==> config.mk <==
export PLATFORM = sky130hd
export DESIGN_NAME = eth_pkt_rd_ctrl_flat
export DESIGN_NICKNAME = d
export VERILOG_FILES = /design/src/rtl/eth_pkt_rd_ctrl_if.sv /design/src/rtl/eth_pkt_rd_ctrl.sv /design/src/flat_wrapper.sv
export SDC_FILE = /design/constraint.sdc
export NUM_CORES = 1
export LEC_CHECK = 0
export CORE_ASPECT_RATIO = 1.1
export CORE_MARGIN = 10
export CORE_UTILIZATION = 45
export DETAILED_ROUTE_END_ITERATION = 6
export GPL_TIMING_DRIVEN = 0
export PLACE_DENSITY_LB_ADDON = 0.2
export REMOVE_ABC_BUFFERS = 1
export SETUP_SLACK_MARGIN = 0.02
export SYNTH_ARGS = -nofsm -noshare
export SYNTH_HDL_FRONTEND = slang
export SYNTH_SLANG_ARGS = --single-unit
==> constraint.sdc <==
create_clock -name clk -period 3.02 [get_ports clk]
set_clock_uncertainty 0.1 [all_clocks]
set_input_delay 0.604 -clock clk [delete_from_list [all_inputs] [get_ports clk]]
set_output_delay 0.604 -clock clk [all_outputs]
set_load 0.05 [all_outputs]
==> src/rtl/eth_pkt_rd_ctrl_if.sv <==
// Handshake bundle between the packet FIFO read port, the UDP TX engine and eth_pkt_rd_ctrl.
// master = the read controller, slave = the FIFO/TX environment.
interface eth_pkt_rd_ctrl_if #(
    parameter int DATA_WIDTH = 32,
    parameter int ADDR_WIDTH = 10
);
    logic [ADDR_WIDTH:0]   fifo_rd_water_level;
    logic                  fifo_empty;
    logic                  fifo_rd_en;
    logic [DATA_WIDTH-1:0] fifo_rd_data;
    logic                  tx_req;
    logic                  tx_done;
    logic                  tx_start_en;
    logic [15:0]           tx_byte_num;
    logic [DATA_WIDTH-1:0] tx_data;

    modport master (
        input  fifo_rd_water_level, fifo_empty, fifo_rd_data, tx_req, tx_done,
        output fifo_rd_en, tx_start_en, tx_byte_num, tx_data
    );

    modport slave (
        output fifo_rd_water_level, fifo_empty, fifo_rd_data, tx_req, tx_done,
        input  fifo_rd_en, tx_start_en, tx_byte_num, tx_data
    );
endinterface

==> src/rtl/eth_pkt_rd_ctrl.sv <==
// Moves fixed-size packets from the upstream packet FIFO into the UDP TX engine.
// Optional packet counter output pkt_cnt is built when ETH_PKT_CNT_EN is defined.
//
// state     | meaning
// ----------+-----------------------------------------------------------
// IDLE      | wait for FIFO water level to cover one whole packet
// START     | one-cycle tx_start_en pulse, word counter cleared
// SEND      | serve tx_req: read FIFO (or underflow) until PKT_WORDS words
// WAIT_DONE | all words handed over, wait for tx_done
// GAP       | GAP_CYCLES idle cycles before the level is looked at again
module eth_pkt_rd_ctrl #(
    parameter int DATA_WIDTH = 32,
    parameter int ADDR_WIDTH = 10,
    parameter int PKT_WORDS  = 256,
    parameter int GAP_CYCLES = 12
) (
    input  logic               clk,
    input  logic               rst_n,
    eth_pkt_rd_ctrl_if.master  bus,
    output logic               underflow_err,
    output logic               busy
`ifdef ETH_PKT_CNT_EN
    ,
    output logic [15:0]        pkt_cnt
`endif
);

    localparam int              CW       = ADDR_WIDTH + 1;
    localparam logic [CW-1:0]   PKT_W    = CW'(PKT_WORDS);
    localparam logic [CW-1:0]   PKT_LAST = CW'(PKT_WORDS - 1);
    localparam logic [7:0]      GAP_LOAD = 8'(GAP_CYCLES - 1);
    localparam logic [15:0]     BYTE_NUM = 16'(PKT_WORDS * 4);

    typedef enum logic [2:0] {
        S_IDLE,
        S_START,
        S_SEND,
        S_WAIT_DONE,
        S_GAP
    } state_t;

    state_t                state;
    logic [CW-1:0]         word_cnt;
    logic [7:0]            gap_cnt;
    logic                  start_q;
    logic [15:0]           byte_num_q;
    logic                  rd_d;
    logic [DATA_WIDTH-1:0] data_q;
    logic                  req_acc;
    logic                  req_uf;

    assign req_acc        = (state == S_SEND) && bus.tx_req && (word_cnt < PKT_W);
    assign req_uf         = req_acc && bus.fifo_empty;
    assign bus.fifo_rd_en = rst_n && req_acc && !bus.fifo_empty;

    // FIFO has no output register, so the word read last cycle is passed straight through;
    // data_q holds the last word (or 0 after an underflowed request) on other cycles.
    assign bus.tx_data     = rd_d ? bus.fifo_rd_data : data_q;
    assign bus.tx_start_en = start_q;
    assign bus.tx_byte_num = byte_num_q;
    assign busy            = (state != S_IDLE);

    always_ff @(posedge clk) begin
        if (!rst_n) begin
            state         <= S_IDLE;
            word_cnt      <= '0;
            gap_cnt       <= '0;
            start_q       <= 1'b0;
            byte_num_q    <= BYTE_NUM;
            rd_d          <= 1'b0;
            data_q        <= '0;
            underflow_err <= 1'b0;
`ifdef ETH_PKT_CNT_EN
            pkt_cnt       <= '0;
`endif
        end else begin
            start_q <= 1'b0;
            rd_d    <= bus.fifo_rd_en;

            if (req_uf)
                data_q <= '0;
            else if (rd_d)
                data_q <= bus.fifo_rd_data;

            if (req_uf)
                underflow_err <= 1'b1;

            case (state)
                S_IDLE: begin
                    if (bus.fifo_rd_water_level >= PKT_W) begin
                        state   <= S_START;
                        start_q <= 1'b1;
                    end
                end
                S_START: begin
                    word_cnt <= '0;
                    state    <= S_SEND;
                end
                S_SEND: begin
                    if (req_acc) begin
                        word_cnt <= word_cnt + 1'b1;
                        if (word_cnt == PKT_LAST)
                            state <= S_WAIT_DONE;
                    end
                end
                S_WAIT_DONE: begin
                    if (bus.tx_done) begin
                        state   <= S_GAP;
                        gap_cnt <= GAP_LOAD;
`ifdef ETH_PKT_CNT_EN
                        pkt_cnt <= pkt_cnt + 16'd1;
`endif
                    end
                end
                S_GAP: begin
                    if (gap_cnt == 8'd0)
                        state <= S_IDLE;
                    else
                        gap_cnt <= gap_cnt - 8'd1;
                end
                default: state <= S_IDLE;
            endcase
        end
    end

endmodule

==> src/flat_wrapper.sv <==
// flat-port wrapper written by rule: the top's interface ports become plain ports
module eth_pkt_rd_ctrl_flat 
#(
    parameter int DATA_WIDTH = 32,
    parameter int ADDR_WIDTH = 10,
    parameter int PKT_WORDS  = 256,
    parameter int GAP_CYCLES = 12
)
  (clk, rst_n, underflow_err, busy, bus_fifo_rd_water_level, bus_fifo_empty, bus_fifo_rd_data, bus_tx_req, bus_tx_done, bus_fifo_rd_en, bus_tx_start_en, bus_tx_byte_num, bus_tx_data);
  eth_pkt_rd_ctrl_if #(.DATA_WIDTH(DATA_WIDTH), .ADDR_WIDTH(ADDR_WIDTH)) bus_i ();
  input  logic clk;
  input  logic rst_n;
  output logic underflow_err;
  output logic busy;
  input wire logic [$bits(bus_i.fifo_rd_water_level)-1:0] bus_fifo_rd_water_level;
  input wire logic [$bits(bus_i.fifo_empty)-1:0] bus_fifo_empty;
  input wire logic [$bits(bus_i.fifo_rd_data)-1:0] bus_fifo_rd_data;
  input wire logic [$bits(bus_i.tx_req)-1:0] bus_tx_req;
  input wire logic [$bits(bus_i.tx_done)-1:0] bus_tx_done;
  output wire logic [$bits(bus_i.fifo_rd_en)-1:0] bus_fifo_rd_en;
  output wire logic [$bits(bus_i.tx_start_en)-1:0] bus_tx_start_en;
  output wire logic [$bits(bus_i.tx_byte_num)-1:0] bus_tx_byte_num;
  output wire logic [$bits(bus_i.tx_data)-1:0] bus_tx_data;
  assign bus_i.fifo_rd_water_level = bus_fifo_rd_water_level;
  assign bus_i.fifo_empty = bus_fifo_empty;
  assign bus_i.fifo_rd_data = bus_fifo_rd_data;
  assign bus_i.tx_req = bus_tx_req;
  assign bus_i.tx_done = bus_tx_done;
  assign bus_fifo_rd_en = bus_i.fifo_rd_en;
  assign bus_tx_start_en = bus_i.tx_start_en;
  assign bus_tx_byte_num = bus_i.tx_byte_num;
  assign bus_tx_data = bus_i.tx_data;
  eth_pkt_rd_ctrl #(.DATA_WIDTH(DATA_WIDTH), .ADDR_WIDTH(ADDR_WIDTH), .PKT_WORDS(PKT_WORDS), .GAP_CYCLES(GAP_CYCLES)) u_core (.clk(clk), .rst_n(rst_n), .bus(bus_i), .underflow_err(underflow_err), .busy(busy));
endmodule
# Word-level counts from Yosys, hierarchy flattened
# Cells that the tools add are included.
# op_classes
order_cmp	2
addsub	2
mux	13
bitwise_logic	1
eq_ne	11
reduce_logical	16
# op_table
op	count
$mux 32	1
$pmux 11 s2	1
$mux 8	2
$pmux 8 s2	1
$mux 3	5
$pmux 3 s5	1
$add 11x1->11 const B	1
$eq 11x8->1 const B	1
$ge 11x9->1 const B	1
$lt 11x9->1 const B	1
$mux 11	1
$logic_not 8->1	1
$sub 8x1->8 const B	1
$eq 3x2->1 const B	2
$ne 2x1->1 const B	3
$ne 2x2->1 const B	3
$logic_and 1x1->1	5
$reduce_and 5->1	1
$reduce_and 2->1	2
$reduce_bool 2->1	2
$eq 3x1->1 const B	1
$eq 3x3->1 const B	1
$logic_not 3->1	1
$reduce_and 3->1	1
other kinds (5)	5
# totals
out_inout_bits	52
wordCells	52
inputBits	48
regBits	57

# Depth between registers and ports, before layout
# logic_depth
depth_word	5
depth_mapped	6
mapped_depth_nobuf	6

# Worst setup path after synthesis
# Ideal clock, no wire load.
# synth_path
path_type	in2out
from	in rst_n
to	out bus_fifo_rd_en
arrival_ns	2.192
required_ns	2.316
stages	4
n_path_buf	2
setup_slack_ns	0.124
path_cell_list	clkbuf_1 -> inv_1 -> clkbuf_1 -> nor3_1
# synth_via
elab_chain_cells	2
# synth_lines
element	line	rtl
from (decl)	flat_wrapper.sv:12	input logic rst_n;
$logic_and 1x1->1 (2 in series)	eth_pkt_rd_ctrl.sv:54	assign bus.fifo_rd_en = rst_n && req_acc && !bus.fifo_empty;
to (decl)	flat_wrapper.sv:20	output wire logic [$bits(bus_i.fifo_rd_en)-1:0] bus_fifo_rd_en;
# Every way passes these cells.

# Final worst setup path
# layout_path
from	reg u_core.rd_d
to	out bus_tx_data[23]
# layout_via
elab_chain_cells	1
# layout_lines
element	line	rtl
from (decl)	eth_pkt_rd_ctrl.sv:47	logic rd_d;
from (signal assigned)	eth_pkt_rd_ctrl.sv:78	rd_d <= bus.fifo_rd_en;
$mux 32	eth_pkt_rd_ctrl.sv:58	assign bus.tx_data = rd_d ? bus.fifo_rd_data : data_q;
to (decl)	flat_wrapper.sv:23	output wire logic [$bits(bus_i.tx_data)-1:0] bus_tx_data;
# Every way passes these cells.

==> out/qor_table.md <==
| Parameter | Value | Unit |
|---|---|---|
| Result of the run | completed | - |
| Setup Total Neg Slack | 0 | ns |
| Post-detailed-routing wire length | 6200 | µm |
| Launching instance or port of the critical path | u_core.rd_d$_SDFF_PN0_ | - |
| Hold/Removal Path Class | register to register | - |
| DR vias | 2060 | - |
| Total CTS buffers | 9 | - |
| Register clock-pin slew on the reported worst setup and hold paths | 0.06 | ns |
| Buffer levels on the longest clock path | 2 | - |
| RePlAce Congestion | 0.788 | - |
| Instance count on the critical path | 2 | - |
| Combined global-route utilization of all metal layers | 0.135 | - |
| Clock Sinks | 57 | - |
| Clock group share of total power | 0.373 | - |
| Netlist Area Pre-Place | 2550 | µm² |
| Internal Dissipation | 0.00121 | W |
| Max-cap violations | 0 | - |
| Avg Inst Size Synth | 9.86 | µm² |
| Setup Buffers After CTS | 0 | - |
| Iteration-0 DRC Markers | 83 | - |
| Quantity of I/O buffers inserted on ports | 75 | - |
| Required time of the critical path | 2.32 | ns |
| Net Sw Frac | 0.288 | - |
| Sequential cell area in the final layout | 1140 | µm² |
| Start of the worst register-to-register path | u_core.state[1]$_SDFFE_PN0P_ | - |
| Ratio of final minimum period to clock period | 0.924 | - |
| Sequential group share of total power | 0.463 | - |
| Capture point of the worst reg-to-reg path | u_core.data_q[5]$_SDFF_PP0_ | - |
| Number of standard cells after synthesis | 259 | - |
| Synth Flop Type | dfxtp_1 | - |
| Final Critical Period | 2.79 | ns |
| Die area | 9090 | µm² |
| Number of different library cells in the post-synthesis netlist | 42 | - |
| Crit path max fanout | 32 | - |
| Cell Pwr Density | 493 | nW/µm² |
| Area contributors post-synth | dfxtp_1 (45%), mux2_2 (14%), and3_1 (7.8%) | - |
| DR WL/cell | 15.2 | µm |
| Top cell family by delay on the critical path | buffers and inverters | - |
| Antenna Violating Nets Remaining | 0 | - |
| Most common cell in the netlist | dfxtp_1 | - |
| Clock network latency to the later pin of the worst-skew pair | 0.33 | ns |
| Startpoint type of the worst setup path | register | - |
| Fillers | 492 | - |
| H-tree depth | 3 | - |
| Die H | 99.0 | µm |
| Footprint of the multi-input gates | 1260 | µm² |
| Std-Cell Core Area | 5430 | µm² |
| Capture point of the worst path | bus_tx_data[23] | - |
| Crit path buffers/inverters | 1 | - |
| Flop and latch count out of synthesis | 57 | - |
| Die Span X | 91.8 | µm |
| Global route total overflow | 0 | - |
| Share of flip-flops with an asynchronous set or reset | 0 | - |
| Peak VDD IR | 0.350 | mV |
| Depth of the most critical reg-to-reg path | 3 | - |
| Initial antenna violation count | 0 | - |
| Synthesis-to-layout area growth | 35.0 | % |
| RSZ-0062 raised after global routing | no | - |
| Total number of nets in the final design | 379 | - |
| Global-route wire length before repair | 9960 | µm |
| Final hold vios | 0 | - |
| Crit path setup slack, layout | 0.230 | ns |
| Combinational group share of total power | 0.164 | - |
| Post-placement worst setup slack | -1.00 | ns |
| Synth top cells by count | dfxtp_1 (57), and3_1 (32), mux2_2 (32) | - |
| Sequential share of the synthesized area | 0.447 | - |
| Dominant cell type by area after synthesis | dfxtp_1 | - |
| Stage delay of the slowest cell on the critical path | 0.71 | ns |
| Number of failing setup endpoints in the final timing report | 0 | - |
| Transition time of the tightest slew-check pin | 1.14 | ns |
| Critical-path cell list | mux2_2 -> clkdlybuf4s50_1 | - |
| Detailed-routing iteration count for the pre-antenna-repair pass | 5 | - |
| DRC | 0 | - |
| Reg2reg setup slack | 0.46 | ns |
| Fmax | 0.358 | GHz |
| Remaining max-slew budget at the tightest pin | 0.237 | - |
| Data arrival time of the critical path | 2.09 | ns |
| Share of the synthesized area in the top cell type | 0.447 | - |
| Number of placement rows | 28 | - |
| Leakage power | 1.45 | nW |
| Category of the most critical setup path | register to output pin | - |
| Switch Pwr | 0.000489 | W |
| Share of post-route cells with drive strength above 1 | 0.171 | - |
| Cts-stage hold buffer count | 0 | - |
| Count of flip-flops with a built-in enable after synthesis | 0 | - |
| Critical-path cell with the highest stage delay | clkdlybuf4s50_1 | - |
| Number of max-slew violations in the final report | 0 | - |
| HPWL reported at the end of detailed placement | 4450 | µm |
| TritonCTS clock tree | built | - |
| Antenna diode count | 0 | - |
| End-of-flow core utilization | 0.635 | - |
| Yosys warnings | 0 | - |
| Starting density of the core | 0.470 | - |
| Largest net degree at the start of global routing | 38 | - |
| Number of global-route vias before repair | 2026 | - |
| IO Count | 100 | - |
| Type of element capturing the critical path | output pin | - |
| Via-to-Cell Ratio | 5.05 | - |
| CTS root buffer | clkbuf_8 | - |
how the worst min path moves through the flow:
| stage | start | end | slack [ns] | cells after the start |
|---|---|---|---|---|
| 2_1_floorplan | u_core.word_cnt[6]$_SDFFE_PN0P_ | u_core.word_cnt[6]$_SDFFE_PN0P_ | 0.34 | 2 |
| 3_3_place_gp | u_core.underflow_err$_SDFFE_PN0P_ | u_core.underflow_err$_SDFFE_PN0P_ | 0.34 | 2 |
| 3_5_place_dp | u_core.underflow_err$_SDFFE_PN0P_ | u_core.underflow_err$_SDFFE_PN0P_ | 0.35 | 2 |
| 4_1_cts | u_core.underflow_err$_SDFFE_PN0P_ | u_core.underflow_err$_SDFFE_PN0P_ | 0.36 | 2 |
| 5_1_grt | u_core.underflow_err$_SDFFE_PN0P_ | u_core.underflow_err$_SDFFE_PN0P_ | 0.38 | 2 |
| 6_report | u_core.underflow_err$_SDFFE_PN0P_ | u_core.underflow_err$_SDFFE_PN0P_ | 0.35 | 2 |
what timing repair did:
item,4_1_cts,5_1_grt
resized for setup,7,5
pin swaps,0,0
setup endpoints to repair,33,1
power by group through the flow:
stage | registers, W | clock network, W | logic [W]
2_1_floorplan | 0.000808 | 0 | 0.000165
3_3_place_gp | 0.000803 | 0 | 0.000276
3_5_place_dp | 0.000804 | 0 | 0.000279
4_1_cts | 0.000786 | 0.000651 | 0.000279
5_1_grt | 0.000789 | 0.000694 | 0.000297
6_report | 0.000786 | 0.000634 | 0.000279
worst register-to-register path, stage by stage, from the launching register on:
cell and delay, ns:
dfxtp_1 0.51, nor3b_2 0.38, nand3_1 0.88, and3_1 0.56
flip-flops by register name, summed over array words and instances, names as in the netlist:
register                count
u_core.underflow_err        1
u_core.data_q              32
u_core.bus.tx_start_en      1
u_core.rd_d                 1
u_core.state                3
u_core.gap_cnt              8
u_core.word_cnt            11
per-layer routing:
layer / part of all wire / GRT usage / vias to the layer above / wire, µm
met5: 0 / 0 / - / 0
met4: 0.017 / 0.0570 / 0 / 106
met3: 0.057 / 0.0486 / 8 / 355
met2: 0.42 / 0.199 / 72 / 2620
met1: 0.50 / 0.175 / 955 / 3110
li1: - / - / 1025 / -
through the flow:
stage | power [W] | cells | cell area, µm² | hold WS, ns
after global routing | 0.00178 | 408 | 3450 | 0.380
final | 0.00170 | 408 | 3450 | 0.351
after floorplan | 0.000973 | 242 | 2420 | 0.341
after detailed placement | 0.00108 | 392 | 3270 | 0.348
after global placement | 0.00108 | 392 | 3270 | 0.341
after CTS | 0.00172 | 408 | 3450 | 0.361
layout by cell type, fill, tap and decap left out, types with 4 or more instances in the layout:
master           instances
clkdlybuf4s50_1         73
dfxtp_1                 56
mux2_2                  32
and3_1                  32
conb_1                  16
nor2_1                  14
a21oi_1                 12
clkbuf_8                11
nand2_1                  8
inv_1                    7
or3_1                    5
nor3_1                   5
nand3_1                  5
o21ai_0                  4
cell type report:
class	count	share of cell area
Multi-Input combinational cell	178	0.365
Sequential cell	57	0.332
Inverter	7	0.00762
Timing Repair Buffer	75	0.216
Clock buffer	11	0.0439
Clock inverter	5	0.00871
Tap cell	75	0.0272
logic make-up after synthesis:
logic type,synth area share
AOI/OAI and AO/OA,0.0720
xor gates and xnor gates,0.0103
adders and majority gates,0.0147
buffers and inverters,0.0813
DFF,0.447
muxes,0.149
other,0.00294
and+or+nand+nor,0.223
Note: power is estimated with default switching activity, not from simulation.
